`src/rtl/usr_pkg.sv`:
```
// usr_pkg: shared types and constants for the universal sequential shifter.
//   usr_op_e     - 3-bit command opcode
//   usr_state_e  - controller state (IDLE, SHIFT)
//   USR_WIDTH_DEF- default register width
//   is_step_op() - true for opcodes that move bits one position per step
package usr_pkg;

    localparam int USR_WIDTH_DEF = 8;

    typedef enum logic [2:0] {
        OP_NOP  = 3'b000,
        OP_SHR  = 3'b001,
        OP_SHL  = 3'b010,
        OP_LOAD = 3'b011,
        OP_ROR  = 3'b100,
        OP_ROL  = 3'b101,
        OP_ASR  = 3'b110,
        OP_CLR  = 3'b111
    } usr_op_e;

    typedef enum logic {
        ST_IDLE  = 1'b0,
        ST_SHIFT = 1'b1
    } usr_state_e;

    // Shift and rotate opcodes run for cmd_amt steps; the rest are one-shot.
    function automatic logic is_step_op(input usr_op_e op);
        return (op == OP_SHR) || (op == OP_SHL) || (op == OP_ROR) ||
               (op == OP_ROL) || (op == OP_ASR);
    endfunction

endpackage

```
`src/rtl/usr_step.sv`:
```
// usr_step: one single-bit shift/rotate step, purely combinational.
//   cur      in  WIDTH  current register contents
//   op       in  3      opcode; non-step opcodes pass cur through unchanged
//   left_in  in  1      serial bit entering at the LSB on SHL
//   right_in in  1      serial bit entering at the MSB on SHR
//   nxt      out WIDTH  register contents after the step
//   bit_out  out 1      bit that left the register on this step
module usr_step
    import usr_pkg::*;
#(
    parameter int WIDTH = USR_WIDTH_DEF
) (
    input  logic [WIDTH-1:0] cur,
    input  usr_op_e          op,
    input  logic             left_in,
    input  logic             right_in,
    output logic [WIDTH-1:0] nxt,
    output logic             bit_out
);

    // Right-moving ops drop cur[0]; left-moving ops drop cur[WIDTH-1].
    // ASR replicates the sign bit and ignores right_in.
    always_comb begin
        nxt     = cur;
        bit_out = 1'b0;
        case (op)
            OP_SHR: begin
                nxt     = {right_in, cur[WIDTH-1:1]};
                bit_out = cur[0];
            end
            OP_SHL: begin
                nxt     = {cur[WIDTH-2:0], left_in};
                bit_out = cur[WIDTH-1];
            end
            OP_ROR: begin
                nxt     = {cur[0], cur[WIDTH-1:1]};
                bit_out = cur[0];
            end
            OP_ROL: begin
                nxt     = {cur[WIDTH-2:0], cur[WIDTH-1]};
                bit_out = cur[WIDTH-1];
            end
            OP_ASR: begin
                nxt     = {cur[WIDTH-1], cur[WIDTH-1:1]};
                bit_out = cur[0];
            end
            default: begin
                nxt     = cur;
                bit_out = 1'b0;
            end
        endcase
    end

endmodule

```
`src/rtl/usr_seq_shifter.sv`:
```
// usr_seq_shifter: universal shift register driven by a valid/ready command
// port. Multi-bit shifts/rotates advance one bit per clock; serial inputs are
// sampled live on every step so a bit stream can be shifted in.
//   clk        in  1      clock
//   clr_n      in  1      asynchronous active-low clear
//   cmd_valid  in  1      command present
//   cmd_ready  out 1      high while IDLE (command accepted on valid&&ready)
//   cmd_op     in  3      opcode (see usr_pkg::usr_op_e)
//   cmd_amt    in  CNT_W  number of single-bit steps for shift/rotate ops
//   data_in    in  WIDTH  LOAD value, sampled at accept
//   right_in   in  1      serial input entering at the MSB on SHR
//   left_in    in  1      serial input entering at the LSB on SHL
//   out        out WIDTH  register contents
//   serial_out out 1      last bit shifted or rotated out
//   busy       out 1      multi-step command in progress
//   done       out 1      one-cycle completion pulse
module usr_seq_shifter
    import usr_pkg::*;
#(
    parameter int WIDTH = USR_WIDTH_DEF,
    parameter int CNT_W = $clog2(WIDTH) + 1
) (
    input  logic             clk,
    input  logic             clr_n,
    input  logic             cmd_valid,
    output logic             cmd_ready,
    input  logic [2:0]       cmd_op,
    input  logic [CNT_W-1:0] cmd_amt,
    input  logic [WIDTH-1:0] data_in,
    input  logic             right_in,
    input  logic             left_in,
    output logic [WIDTH-1:0] out,
    output logic             serial_out,
    output logic             busy,
    output logic             done
);

    localparam logic [CNT_W-1:0] AMT_ONE = {{(CNT_W-1){1'b0}}, 1'b1};

    usr_state_e       state_q, state_d;
    usr_op_e          op_q, op_d;
    usr_op_e          cmd_op_e;
    usr_op_e          step_op;
    logic [CNT_W-1:0] rem_q, rem_d;
    logic [WIDTH-1:0] out_q, out_d;
    logic             serial_q, serial_d;
    logic             done_q, done_d;
    logic [WIDTH-1:0] step_out;
    logic             step_bit;

    assign cmd_op_e = usr_op_e'(cmd_op);

    // The single step unit serves both the accept edge (fresh opcode from the
    // port) and the SHIFT state (opcode latched at accept).
    assign step_op = (state_q == ST_SHIFT) ? op_q : cmd_op_e;

    usr_step #(.WIDTH(WIDTH)) u_step (
        .cur      (out_q),
        .op       (step_op),
        .left_in  (left_in),
        .right_in (right_in),
        .nxt      (step_out),
        .bit_out  (step_bit)
    );

    // Next-state logic. The first step of a shift happens on the accept edge,
    // so rem holds the steps still to go after it; the SHIFT step seen with
    // rem==1 is the last one and returns to IDLE with done.
    always_comb begin
        state_d  = state_q;
        op_d     = op_q;
        rem_d    = rem_q;
        out_d    = out_q;
        serial_d = serial_q;
        done_d   = 1'b0;
        case (state_q)
            ST_IDLE: begin
                if (cmd_valid) begin
                    op_d = cmd_op_e;
                    if (is_step_op(cmd_op_e)) begin
                        if (cmd_amt == '0) begin
                            done_d = 1'b1;
                        end else begin
                            out_d    = step_out;
                            serial_d = step_bit;
                            if (cmd_amt == AMT_ONE) begin
                                done_d = 1'b1;
                            end else begin
                                rem_d   = cmd_amt - AMT_ONE;
                                state_d = ST_SHIFT;
                            end
                        end
                    end else begin
                        if (cmd_op_e == OP_LOAD) begin
                            out_d = data_in;
                        end else if (cmd_op_e == OP_CLR) begin
                            out_d = '0;
                        end
                        done_d = 1'b1;
                    end
                end
            end
            ST_SHIFT: begin
                out_d    = step_out;
                serial_d = step_bit;
                rem_d    = rem_q - AMT_ONE;
                if (rem_q == AMT_ONE) begin
                    state_d = ST_IDLE;
                    done_d  = 1'b1;
                end
            end
            default: begin
                state_d = ST_IDLE;
            end
        endcase
    end

    // Clearing mid-shift drops the command outright: no done is produced.
    always_ff @(posedge clk or negedge clr_n) begin
        if (!clr_n) begin
            state_q  <= ST_IDLE;
            op_q     <= OP_NOP;
            rem_q    <= '0;
            out_q    <= '0;
            serial_q <= 1'b0;
            done_q   <= 1'b0;
        end else begin
            state_q  <= state_d;
            op_q     <= op_d;
            rem_q    <= rem_d;
            out_q    <= out_d;
            serial_q <= serial_d;
            done_q   <= done_d;
        end
    end

    assign out        = out_q;
    assign serial_out = serial_q;
    assign done       = done_q;
    assign busy       = (state_q == ST_SHIFT);
    assign cmd_ready  = (state_q == ST_IDLE);

endmodule

```
`config.mk`:
```
export PLATFORM = sky130hd
export DESIGN_NAME = usr_seq_shifter
export DESIGN_NICKNAME = d
export VERILOG_FILES = /design/src/rtl/usr_pkg.sv /design/src/rtl/usr_step.sv /design/src/rtl/usr_seq_shifter.sv
export SDC_FILE = /design/constraint.sdc
export NUM_CORES = 1
export LEC_CHECK = 0
export CAP_MARGIN = 20
export CORE_ASPECT_RATIO = 0.75
export CORE_MARGIN = 10
export CORE_UTILIZATION = 44
export DETAILED_ROUTE_END_ITERATION = 8
export PLACE_DENSITY = 0.75
export REMOVE_ABC_BUFFERS = 1
export SLEW_MARGIN = 20
export SYNTH_ARGS = -nofsm -noshare
export SYNTH_HDL_FRONTEND = slang
export SYNTH_SLANG_ARGS = --single-unit
```
`constraint.sdc`:
```
create_clock -name clk -period 1.5 [get_ports clk]
set_input_delay 0.225 -clock clk [delete_from_list [all_inputs] [get_ports clk]]
set_output_delay 0.225 -clock clk [all_outputs]
set_load 0.01 [all_outputs]
```
After elaboration in Yosys (flattened, before gate mapping)
Index checks and enable logic that the tools add are counted.

Register bits: 18. Bits of input ports: 20. Output and inout bits: 12. Word-level logic and storage cells: 70.

Add/subtract/negate cells: 2. Equality and inequality tests: 20. Mux-type cells: 30. Bitwise logic cells: 1. Reduce and logical (&&, ||, !) cells: 11.

Operator list (count): two-way mux 8 bit (5); one-hot mux 8 bit (5 select lines) (1); == test 3 bit (second input constant) (7); two-way mux 4 bit (4); one-hot mux 8 bit (2 select lines) (1); two-way mux 1 bit (13); == test 3 x 2 -> 1 bit (second input constant) (3); == test 4 x 1 -> 1 bit (second input constant) (2); one-hot mux 1 bit (2 select lines) (4); one-hot mux 4 bit (2 select lines) (1); subtractor 4 x 1 -> 4 bit (second input constant) (2); == test 3 x 1 -> 1 bit (second input constant) (2); != test 2 bit (second input constant) (3); AND reduction 3 bit (2); logical NOT 4 bit (1); logical OR 1 bit (4); != test 4 x 1 -> 1 bit (second input constant) (1); AND reduction 4 bit (1); two-way mux 3 bit (1); != test 3 bit (second input constant) (1); OR reduction 3 bit (1); != test 2 x 1 -> 1 bit (second input constant) (1); AND reduction 2 bit (1); OR reduction 2 bit (1); NOT 1 bit (1).

Depth between registers and ports, before layout
Gate-level depths: netlist of the first run.

Word-level depth: 8. Mapped depth: 7. Mapped depth without buffers: 7.

Hierarchy
Synthesis of the first run repeated with hierarchy kept, for this count alone.

Cell total of the unflattened synthesis: 188. Area, all modules: 1616.6 sq um.

Modules (own cells, without submodules): usr_seq_shifter (times used 1, cells each 123, area an instance 1138.6 sq um, sequential area each 450.4 sq um); usr_step (times used 1, cells each 65, area an instance 478.0 sq um, sequential area each 0.0 sq um).

Least setup slack after synthesis of the first run
OpenSTA, ideal clock, no wires.

Path kind: register -> register. From: register state_q (netlist: busy). To: register out_q[7] (netlist: out[7]). Library setup time: 79 ps. Arrival time: 1644 ps. Path slack: -223 ps. Stages on the path, launching flop included: 7. Cells stage by stage: dfrtp_1 -> buf_4 -> buf_6 -> mux2i_1 -> mux2_2 -> a21oi_1 -> a2bb2oi_1.

Cells in the longest elaborated chain, start to end: 7. Elaborated cells between the ends (all ways): 16. Classes of those cells: 8 x eq/ne; 6 x mux; 1 x bitwise; 1 x reduce/logical.

RTL lines: from (decl) (line usr_seq_shifter.sv:40) `usr_state_e state_q, state_d;`; from (signal assigned) (line usr_seq_shifter.sv:128) `state_q <= state_d;`; two-way mux 3 bit (line usr_seq_shifter.sv:55) `assign step_op = (state_q == ST_SHIFT) ? op_q : cmd_op_e;`; == test 3 bit, or another cell as far along (line usr_step.sv:26) `case (op)`; one-hot mux 8 bit (5 select lines) (line usr_step.sv:26); two-way mux 8 bit (line usr_seq_shifter.sv:81) `if (cmd_amt == '0) begin`; two-way mux 8 bit (line usr_seq_shifter.sv:80) `if (is_step_op(cmd_op_e)) begin`; two-way mux 8 bit (line usr_seq_shifter.sv:78) `if (cmd_valid) begin`; one-hot mux 8 bit (2 select lines) (line usr_seq_shifter.sv:76) `case (state_q)`; to (signal assigned) (line usr_seq_shifter.sv:131) `out_q <= out_d;`; to (decl) (line usr_seq_shifter.sv:45) `logic [WIDTH-1:0] out_q, out_d;`.

Parallel ways exist; a longest one is shown, timed or not. The select of a mux whose other input is x is not followed. A chain may end at the register's enable or synchronous reset.

Worst setup path in the final report of the first run
From: register state_q (netlist: busy). To: register serial_q (netlist: serial_out).

Cells in the longest elaborated chain, start to end: 8. Elaborated cells between the ends (all ways): 18. Classes of those cells: 8 x eq/ne; 6 x mux; 1 x bitwise; 3 x reduce/logical.

RTL lines: two-way mux 3 bit (line usr_seq_shifter.sv:55); == test 3 x 1 -> 1 bit, or another cell as far along (line usr_step.sv:26); OR reduction 3 bit (no source line) / OR reduction 2 bit (equally long branches); one-hot mux 1 bit (2 select lines) (line usr_step.sv:26); two-way mux 1 bit (line usr_seq_shifter.sv:81); two-way mux 1 bit (line usr_seq_shifter.sv:80); two-way mux 1 bit (line usr_seq_shifter.sv:78); one-hot mux 1 bit (2 select lines) (line usr_seq_shifter.sv:76); to (signal assigned) (line usr_seq_shifter.sv:132) `serial_q <= serial_d;`; to (decl) (line usr_seq_shifter.sv:46) `logic serial_q, serial_d;`.

Parallel ways exist; a longest one is shown, timed or not. The select of a mux whose other input is x is not followed.

==> run metrics, run 1 <==
max incr delay on CP 0.46 ns; Initial Utilization 45.37%; final number of setup-violating endpoints 10; P_sw 1.964 mW; Post-Syn Area 1313 µm²; Multi-input gate area 909.6 µm²; post-synth top area share 34.32%; DR DRC count 0; P_leak 0.8871 nW; Layout Area Growth over Synthesis 56.82%; global route total overflow 0; sequential share of power 22.4%; RR Startpoint busy$_DFF_PN0_; worst vdd ir 0.001441 V; Num CTS Buffers 3; Setup crit start busy$_DFF_PN0_; crit path kind reg2reg; Syn. warnings 0; final setup margin -0.2171 ns; fin crit period 1.717 ns; commonest non-fill, non-tap cell in the layout buf_4; GR Util All Layers 14.48%; Hold Crit Class in2async; Initial DRC Count 120; syn_area_per_cell 9.309 µm²; Syn Inst Count 141; clock skew 0.001281 ns; CP Capture Type flop; clock sinks 18; max cap viols 0; power share of the clock group 8.7%; Slew headroom 80.54%; Antenna diodes 0; Critical Path AT 1.86 ns; initial antenna violation count 0; clock slew at reported path FFs 0.07 ns; fin crit share 114.5%; post-route core utilization 71.15%; routed vias 1400; Setup crit start kind flop; routed vias/inst 5.761; pre-CTS WS -0.5571 ns; Die Ht 67.30 µm; CP cell instances buf_4 -> nand2_1 -> buf_4 -> a31oi_4 -> o22ai_2 -> mux2_2; CTS tree done; Slew @ Worst Pin 0.2918 ns; FP Rows 17; die width 83.07 µm; failing checks setup timing; Routed Antenna Nets 0; FF-to-FF setup slack -0.22 ns; Die ar. 5590 µm²; worst hold slack 0.2946 ns; first-pass iteration count of the detailed router 4; Net Sw Frac 42.48%; WP data required 1.64 ns; f_max 582.4 MHz; CORE AREA 2893 µm²; vias in the first global route 1343; wire per inst 18.23 µm; Max Root-Sink Buffers 2; power density over the cells 2247 nW/µm²; most frequent cells in the layout buf_4 (33), clkdlybuf4s50_1 (19), a21oi_1 (17); register area share after synthesis 34.32%; fillers 216; HPWL after detailed placement 3.027 mm; Reg area 452.9 µm²; Yosys top cell by area dfrtp_1; outcome complete, but fails checks; CP max FO 8; worst-skew pair later-pin latency 0.26 ns; Pint 2.660 mW; Final Hold Vio Count 0; pin count of the biggest net entering global routing 19; total wire length 4.431 mm; CTS root buffer clkbuf_8; Post-layout nets 230; Final Wtd Congestion 0.9181; Synth cell types 37; FF-to-FF path depth 6; num ports 32; RSZ-0062 raised after global routing true; Final Non-Filler Cells 243; H-tree Lvls 1; first-pass GRT wire length 6.693 mm; CP most frequent cell buf_4; R2R Path End serial_out$_DFFE_PN0P_; Slew Limit Fails 0; Slowest cell on crit path dfrtp_2; cts hold-fix bufs 0; dpl cells 228; share of layout cells above drive strength 1 37.56%; PortBufs 31; Yosys reg bits 18; part of the power in combinational logic 68.8%; top cells by area, synth dfrtp_1 (34%), a21oi_1 (7.2%), mux2_2 (6.9%), a2bb2oi_1 (5.3%), o221ai_1 (4.0%)
[timing repair]
item | in CTS | in global routing
buffers inserted | 8 | 3
cloned | 0 | 0
hold endpoints to repair | 0 | 0
gates resized for setup | 28 | 25
pin swaps | 9 | 6
endpoints found under the setup margin | 22 | 20
[kinds of logic (layout without fill, tap and decap cells)]
family	count (synthesis)	count (layout)	share of synthesized area [%]
buffers and inverters	16	80	5.910
multiplexers	11	11	9.152
AND/OR/NAND/NOR	35	35	12.78
flip-flops	18	18	34.32
AO/OA/AOI/OAI	53	53	31.36
XOR/XNOR	4	4	2.670
adder cells (fa/ha/maj)	4	4	3.813
[cells in the mapped netlist]
cell type / instances
a211o_1: 1
a211oi_1: 1
a21o_1: 1
a21oi_1: 19
a21oi_4: 1
a221o_1: 1
a221oi_1: 2
a22oi_2: 1
a2bb2oi_1: 8
a31oi_1: 1
a31oi_2: 1
a31oi_4: 1
a32oi_1: 1
buf_2: 2
buf_4: 2
buf_6: 1
dfrtp_1: 18
ha_1: 4
inv_1: 11
mux2_2: 8
mux2i_1: 3
nand2_1: 13
nand2b_1: 1
nand3_1: 4
nor2_1: 10
nor3_1: 4
nor3_4: 1
o211ai_1: 1
o21ai_0: 3
o221ai_1: 6
o22ai_1: 2
o311a_4: 1
o311ai_0: 1
or2b_1: 1
or3_4: 1
xnor2_1: 2
xor2_1: 2
[power groups by stage]
stage / Clock, mW / Combinational, mW / Sequential, mW
floorplan: 0 / 1.49 / 1.07
global placement: 0 / 2.52 / 0.999
detailed placement: 0 / 2.62 / 1.01
CTS: 0.407 / 2.82 / 1.01
global route: 0.439 / 3.40 / 1.06
finish: 0.403 / 3.18 / 1.04
[layout make-up]
cell class                      instances  share of cell area (%)
Tap cell                               38                   2.310
Inverter                               11                   2.006
Multi-Input combinational cell        107                   44.19
Timing Repair Buffer                   65                   26.81
Clock buffer                            4                   2.675
Sequential cell                        18                   22.01
[worst max-delay path, delay by kind of cell (launching register included)]
family | cells | cell delay (ns)
AOI/OAI and AO/OA | 2 | 0.39
buffers and inverters | 2 | 0.35
DFF | 1 | 0.46
muxes | 1 | 0.28
and+or+nand+nor | 1 | 0.13
[worst max-delay path by stage]
stage / end / slack (ns) / cells past startpoint
after floorplan: serial_out$_DFFE_PN0P_ / -0.61 / 5
after global placement: rem_q[2]$_DFFE_PN0P_ / -0.48 / 8
after detailed placement: rem_q[2]$_DFFE_PN0P_ / -0.56 / 8
after CTS: serial_out$_DFFE_PN0P_ / -0.18 / 4
after global routing: serial_out$_DFFE_PN0P_ / -0.27 / 6
final: serial_out$_DFFE_PN0P_ / -0.22 / 6
[state kept, by name (all words and copies together), names as in the netlist]
register and flops:
serial_out 1, done 1, out 8, busy 1, op_q 3, rem_q 4
[per-stage QoR]
step	setup TNS, ns	total power [mW]	area [µm²]
finish	-1.641	4.624	2058
detailed placement	-6.978	3.628	1807
global route	-2.167	4.904	2058
floorplan	-6.163	2.559	1276
global placement	-6.185	3.522	1807
CTS	-1.327	4.236	1962
[layer usage]
| metal | track usage (%) | share of wire, % |
|---|---|---|
| met1 | 16.62 | 41 |
| met2 | 27.79 | 53 |
| met3 | 2.524 | 4.9 |
| met4 | 3.390 | 1.2 |
| met5 | 0 | 0 |
Power figures use the tool's default switching activity.
==> inputs of run 2 (changes only) <==
CORE_MARGIN = 2   (was 10)
PLACE_DENSITY = not set   (was 0.75)
PLACE_DENSITY_LB_ADDON = 0.05   (was not set)
==> run 2 against run 1 <==
  * The run still ends with setup timing left
  * Clock power is 3% higher
  * Register-to-register slack got worse by 0.03 ns
  * Die area is 38% lower
  * Worst hold slack got worse by 0.050 ns
  * Largest cell class unchanged
  * Non-clock buffer count increased by 4
  * Fmax is 1.8% lower
  * Global-route usage grew 11 points
  * Critical path type unchanged
  * Wire length shrank 7.9%
==> run metrics, run 2 (synthesis gave the netlist of run 1 again) <==
DR DRC count 0; wire per inst 16.52 µm; fin crit period 1.749 ns; clock slew at reported path FFs 0.08 ns; Post-layout nets 234; Layout Area Growth over Synthesis 72.07%; Final Wtd Congestion 0.8848; first-pass GRT wire length 6.396 mm; part of the power in combinational logic 72.5%; routed vias/inst 5.741; Num CTS Buffers 3; Initial Utilization 45.37%; Slew @ Worst Pin 0.3037 ns; CTS tree done; setup_tns -2.019 ns; worst-skew pair later-pin latency 0.26 ns; P_sw 2.152 mW; RSZ-0062 raised after global routing true; final setup margin -0.2493 ns; most frequent cells in the layout buf_4 (28), clkdlybuf4s50_1 (20), a21oi_1 (18); RR Startpoint busy$_DFF_PN0_; f_max 571.7 MHz; total wire length 4.081 mm; Critical Path AT 1.93 ns; outcome complete, but fails checks; Routed Antenna Nets 0; power share of the clock group 7.9%; crit path kind reg2reg; Slew headroom 79.17%; post-route core utilization 78.07%; fin crit share 116.6%; Pint 3.089 mW; failing checks setup timing; Hold Crit Depth 2; CP max FO 6; Net Sw Frac 41.06%; Initial DRC Count 126; Setup crit start kind flop; die width 67.07 µm; CORE AREA 2893 µm²; share of layout cells above drive strength 1 44.98%; Final Hold Vio Count 0; Die Ht 51.30 µm; Slew Limit Fails 0; sequential share of power 19.6%; max cap viols 0; num ports 32; HPWL after detailed placement 2.508 mm; first-pass iteration count of the detailed router 4; FP Rows 17; Hold Crit Start cmd_op[1]; CTS root buffer clkbuf_8; Max Root-Sink Buffers 2; H-tree Lvls 1; P_leak 0.9565 nW; global route total overflow 0; vias in the first global route 1309; fillers 185; final number of setup-violating endpoints 9; Hold EP op_q[1]$_DFFE_PN0P_; power density over the cells 2321 nW/µm²; routed vias 1418; clock skew 0.001969 ns; initial antenna violation count 0; Hold Crit Class in2reg; worst vdd ir 0.001417 V; max reg flops 8; WP data required 1.68 ns; CP Capture Type flop; Antenna diodes 0; pin count of the biggest net entering global routing 19; clock sinks 18; PortBufs 31; Final Power 5.242 mW; FF-to-FF path depth 7; commonest non-fill, non-tap cell in the layout buf_4; Die ar. 3440 µm²; pre-CTS WS -0.5601 ns; R2R Path End out[2]$_DFFE_PN0P_; FF-to-FF setup slack -0.25 ns; GR Util All Layers 25.15%
[run 2: worst max-delay path: stages (launching register included)]
cell and delay (ns):
dfrtp_2 0.43, buf_6 0.15, mux2_4 0.32, buf_6 0.13
a22oi_2 0.22, buf_6 0.19, o221ai_2 0.09, a2bb2oi_1 0.14
[run 2: power by group through the flow]
| stage | combinational, mW | clock, mW | sequential [mW] |
|---|---|---|---|
| finish | 3.80 | 0.415 | 1.03 |
| global route | 4.07 | 0.453 | 1.06 |
| CTS | 3.16 | 0.421 | 1.02 |
| detailed placement | 2.70 | 0 | 1.02 |
| global placement | 2.67 | 0 | 1.02 |
| floorplan | 1.49 | 0 | 1.07 |
[run 2: how the worst max path moves through the flow]
stage | start | end | slack [ns] | depth (start not counted)
after floorplan | busy$_DFF_PN0_ | serial_out$_DFFE_PN0P_ | -0.61 | 5
after global placement | cmd_amt[0] | rem_q[2]$_DFFE_PN0P_ | -0.48 | 8
after detailed placement | cmd_amt[0] | rem_q[2]$_DFFE_PN0P_ | -0.56 | 8
after CTS | busy$_DFF_PN0_ | serial_out$_DFFE_PN0P_ | -0.22 | 6
after global routing | busy$_DFF_PN0_ | out[5]$_DFFE_PN0P_ | -0.32 | 8
final | busy$_DFF_PN0_ | out[2]$_DFFE_PN0P_ | -0.25 | 7
[run 2: layout make-up]
type                    count  area, µm²  area share (%)
multi-input cells         107      980.9           43.43
well taps                  38      47.55           2.105
inverters                  11      41.29           1.828
flip-flops and latches     18      460.4           20.39
repair buffers             69      673.1           29.81
clock buffers               4      55.05           2.438
[run 2: stage by stage]
stage,instances,hold WS [ns],area (µm²)
final,247,0.2448,2258
after global routing,247,0.2428,2258
after CTS,236,0.3017,2067
after detailed placement,228,0.5057,1844
after global placement,228,0.4983,1844
after floorplan,136,-0.07059,1276
[run 2: per-layer routing]
metal	wire length, µm	vias to the layer above	global-route usage, %
met5	0	-	0
met4	74	0	8.844
met1	1768	687	34.76
met3	216	10	5.066
met2	2022	49	38.94
li1	-	672	-
[run 2: what timing repair did]
| item | 4_1_cts | 5_1_grt |
|---|---|---|
| setup buffers | 3 | 11 |
| setup endpoints to repair | 22 | 21 |
| pin swaps | 15 | 11 |
| gates resized for setup | 41 | 34 |
| hold buffers | 0 | 0 |
| cloned | 1 | 0 |
==> patch: new RTL, config.mk and constraints of run 1 <==
`USR_WIDTH_DEF`: 8 -> 16.
--- a/src/rtl/usr_pkg.sv
+++ b/src/rtl/usr_pkg.sv
@@ -5,7 +5,7 @@
 //   is_step_op() - true for opcodes that move bits one position per step
 package usr_pkg;
 
-    localparam int USR_WIDTH_DEF = 8;
+    localparam int USR_WIDTH_DEF = 16;
 
     typedef enum logic [2:0] {
         OP_NOP  = 3'b000,
Interface: changed (resized cmd_amt, data_in and out); port bits go from 32 to 49. The function was not compared with the original's and may differ.
==> patch against run 1 <==
- the flow still finishes with violations (negative setup slack)
- total power rose by 61%
- combinational power grew 72%
- critical path type unchanged
- worst setup slack worse by 0.087 ns
- final area grew 46%
- clock skew up 0.0039 ns
- global-route usage rose by 0.082 points
- routed wire length grew 30%
- largest cell class unchanged
- sequential cell count rose by 9
- synthesized area is 44% higher
==> patch: results (changes against run 1) <==
[placed_design]
place_congestion=0.826  ; -10%
dpl_cell_area_mm2=0.00268  ; +48%
port_buffers=48  ; +55%
hpwlAfterDp_mm=4.10  ; +35%

[timing]
tns_ns=-4.17  ; -2.53 ns
worst_slew_pin_slew_ns=0.349  ; +0.0572 ns
setup_ws_ns=-0.304  ; -0.0871 ns
setup_violations=19  ; +9
final_hold_viol_count=0  ; unchanged
finClkSkew_ns=0.00519  ; +0.00391 ns

[pwr]
p_clk_frac=0.056  ; -0.031
p_switching_w=0.00310  ; +58%
p_leak_nw=1.25  ; +41%
powerComb_w=0.00548  ; +72%
power_clock_w=0.000418  ; +4%
ir_worst_vdd_v=0.00144  ; -0.19%

[detailed_routing]
via_per_inst=5.58  ; -3.2%
drt_iter0_markers=102  ; -15%
wl_met2_mm=2.70  ; +16%
routed_wl_mm=5.75  ; +30%
dr_wl_met3_um=449  ; +110%
met1_length_mm=2.57  ; +41%

[global_route]
globalRouteMet1Util=0.200  ; +0.0333
grt_usage=0.146  ; +0.000817
grtUsageMet3=0.0457  ; +0.0205
gr-usage-met2=0.222  ; -0.0556
first_global_vias=1792  ; +33%
grt_start_max_net_pins=32  ; +13
grt_pass1_wl_mm=8.87  ; +33%

[worst_setup_path]
crit_fanout=5  ; -3
crit_arrival_ns=1.99  ; +0.13 ns
critPathCapture=out[12]
rr_worst_depth=7  ; +1
cp_top_family=buffers and inverters

[synthesis]
synth-seq-area-share=0.358  ; +0.0144
synth_area_leaders=dfrtp_1 36%, a21oi_1 9.0%, a2bb2oi_1 7.0%
synth_common_cells=34 x a21oi_1, 27 x dfrtp_1, 25 x nand2_1
ys_types=39  ; +5.4%

[clock_tree]
ctsLongestPathBuffers=2  ; unchanged
insertion_delay_ns=0.27

[layout]
nets=325  ; +41%
drive_gt1_frac=0.334  ; -0.0411
largest_register_ff_count=16  ; +8
n_fill_cell=293  ; +36%

[run_status]
violations=negative setup slack
status=finished, violations left

## patch: cell types whose count changed in the layout (fill, tap and decap cells not counted), moves of 3 or more
cell             delta
a21oi_1            +17
nand2_1            +12
dlygate4sd2_1      +10
clkdlybuf4s50_1     +9
dfrtp_1             +9
o221ai_2            +9
buf_4               +6
a2bb2oi_1           +5
buf_12              +5
buf_6               +5
xnor2_1             +4
clkbuf_2            -3
ha_1                +3
o21ai_1             +3
## patch: metrics by stage
| stage | hold slack (ns) | std cells | util | setup WS [ns] |
|---|---|---|---|---|
| 2_1_floorplan | -0.0706 | 189 | - | -0.769 |
| 3_3_place_gp | 0.534 | 329 | 0.652 | -0.480 |
| 3_5_place_dp | 0.533 | 329 | 0.652 | -0.515 |
| 4_1_cts | 0.329 | 338 | 0.695 | -0.248 |
| 5_1_grt | 0.359 | 345 | 0.733 | -0.342 |
| 6_report | 0.319 | 345 | 0.733 | -0.304 |
## patch: cell families (layout without fill, tap and decap cells)
group / count (synthesis) / after routing / synth area share
adder cells (fa/ha/maj): 5 / 5 / 0.0331
buffers and inverters: 22 / 110 / 0.0589
XOR/XNOR: 6 / 6 / 0.0278
multiplexers: 12 / 12 / 0.0894
AO/OA/AOI/OAI: 82 / 82 / 0.313
flip-flops: 27 / 27 / 0.358
AND/OR/NAND/NOR: 48 / 48 / 0.120
## patch: timing repair
action	4_1_cts	5_1_grt
endpoints found under the hold margin	0	0
gates resized for setup	41	25
buffers inserted	5	7
setup endpoints to repair	30	28
pin swaps	25	6
## patch: area by class of cell
cell class	instances	area, um2	area share
multi-input cells	153	1250	0.415
repair buffers	97	926	0.308
flip-flops and latches	27	678	0.226
well taps	55	68.8	0.0229
clock buffers	4	45.0	0.0150
inverters	9	41.3	0.0137
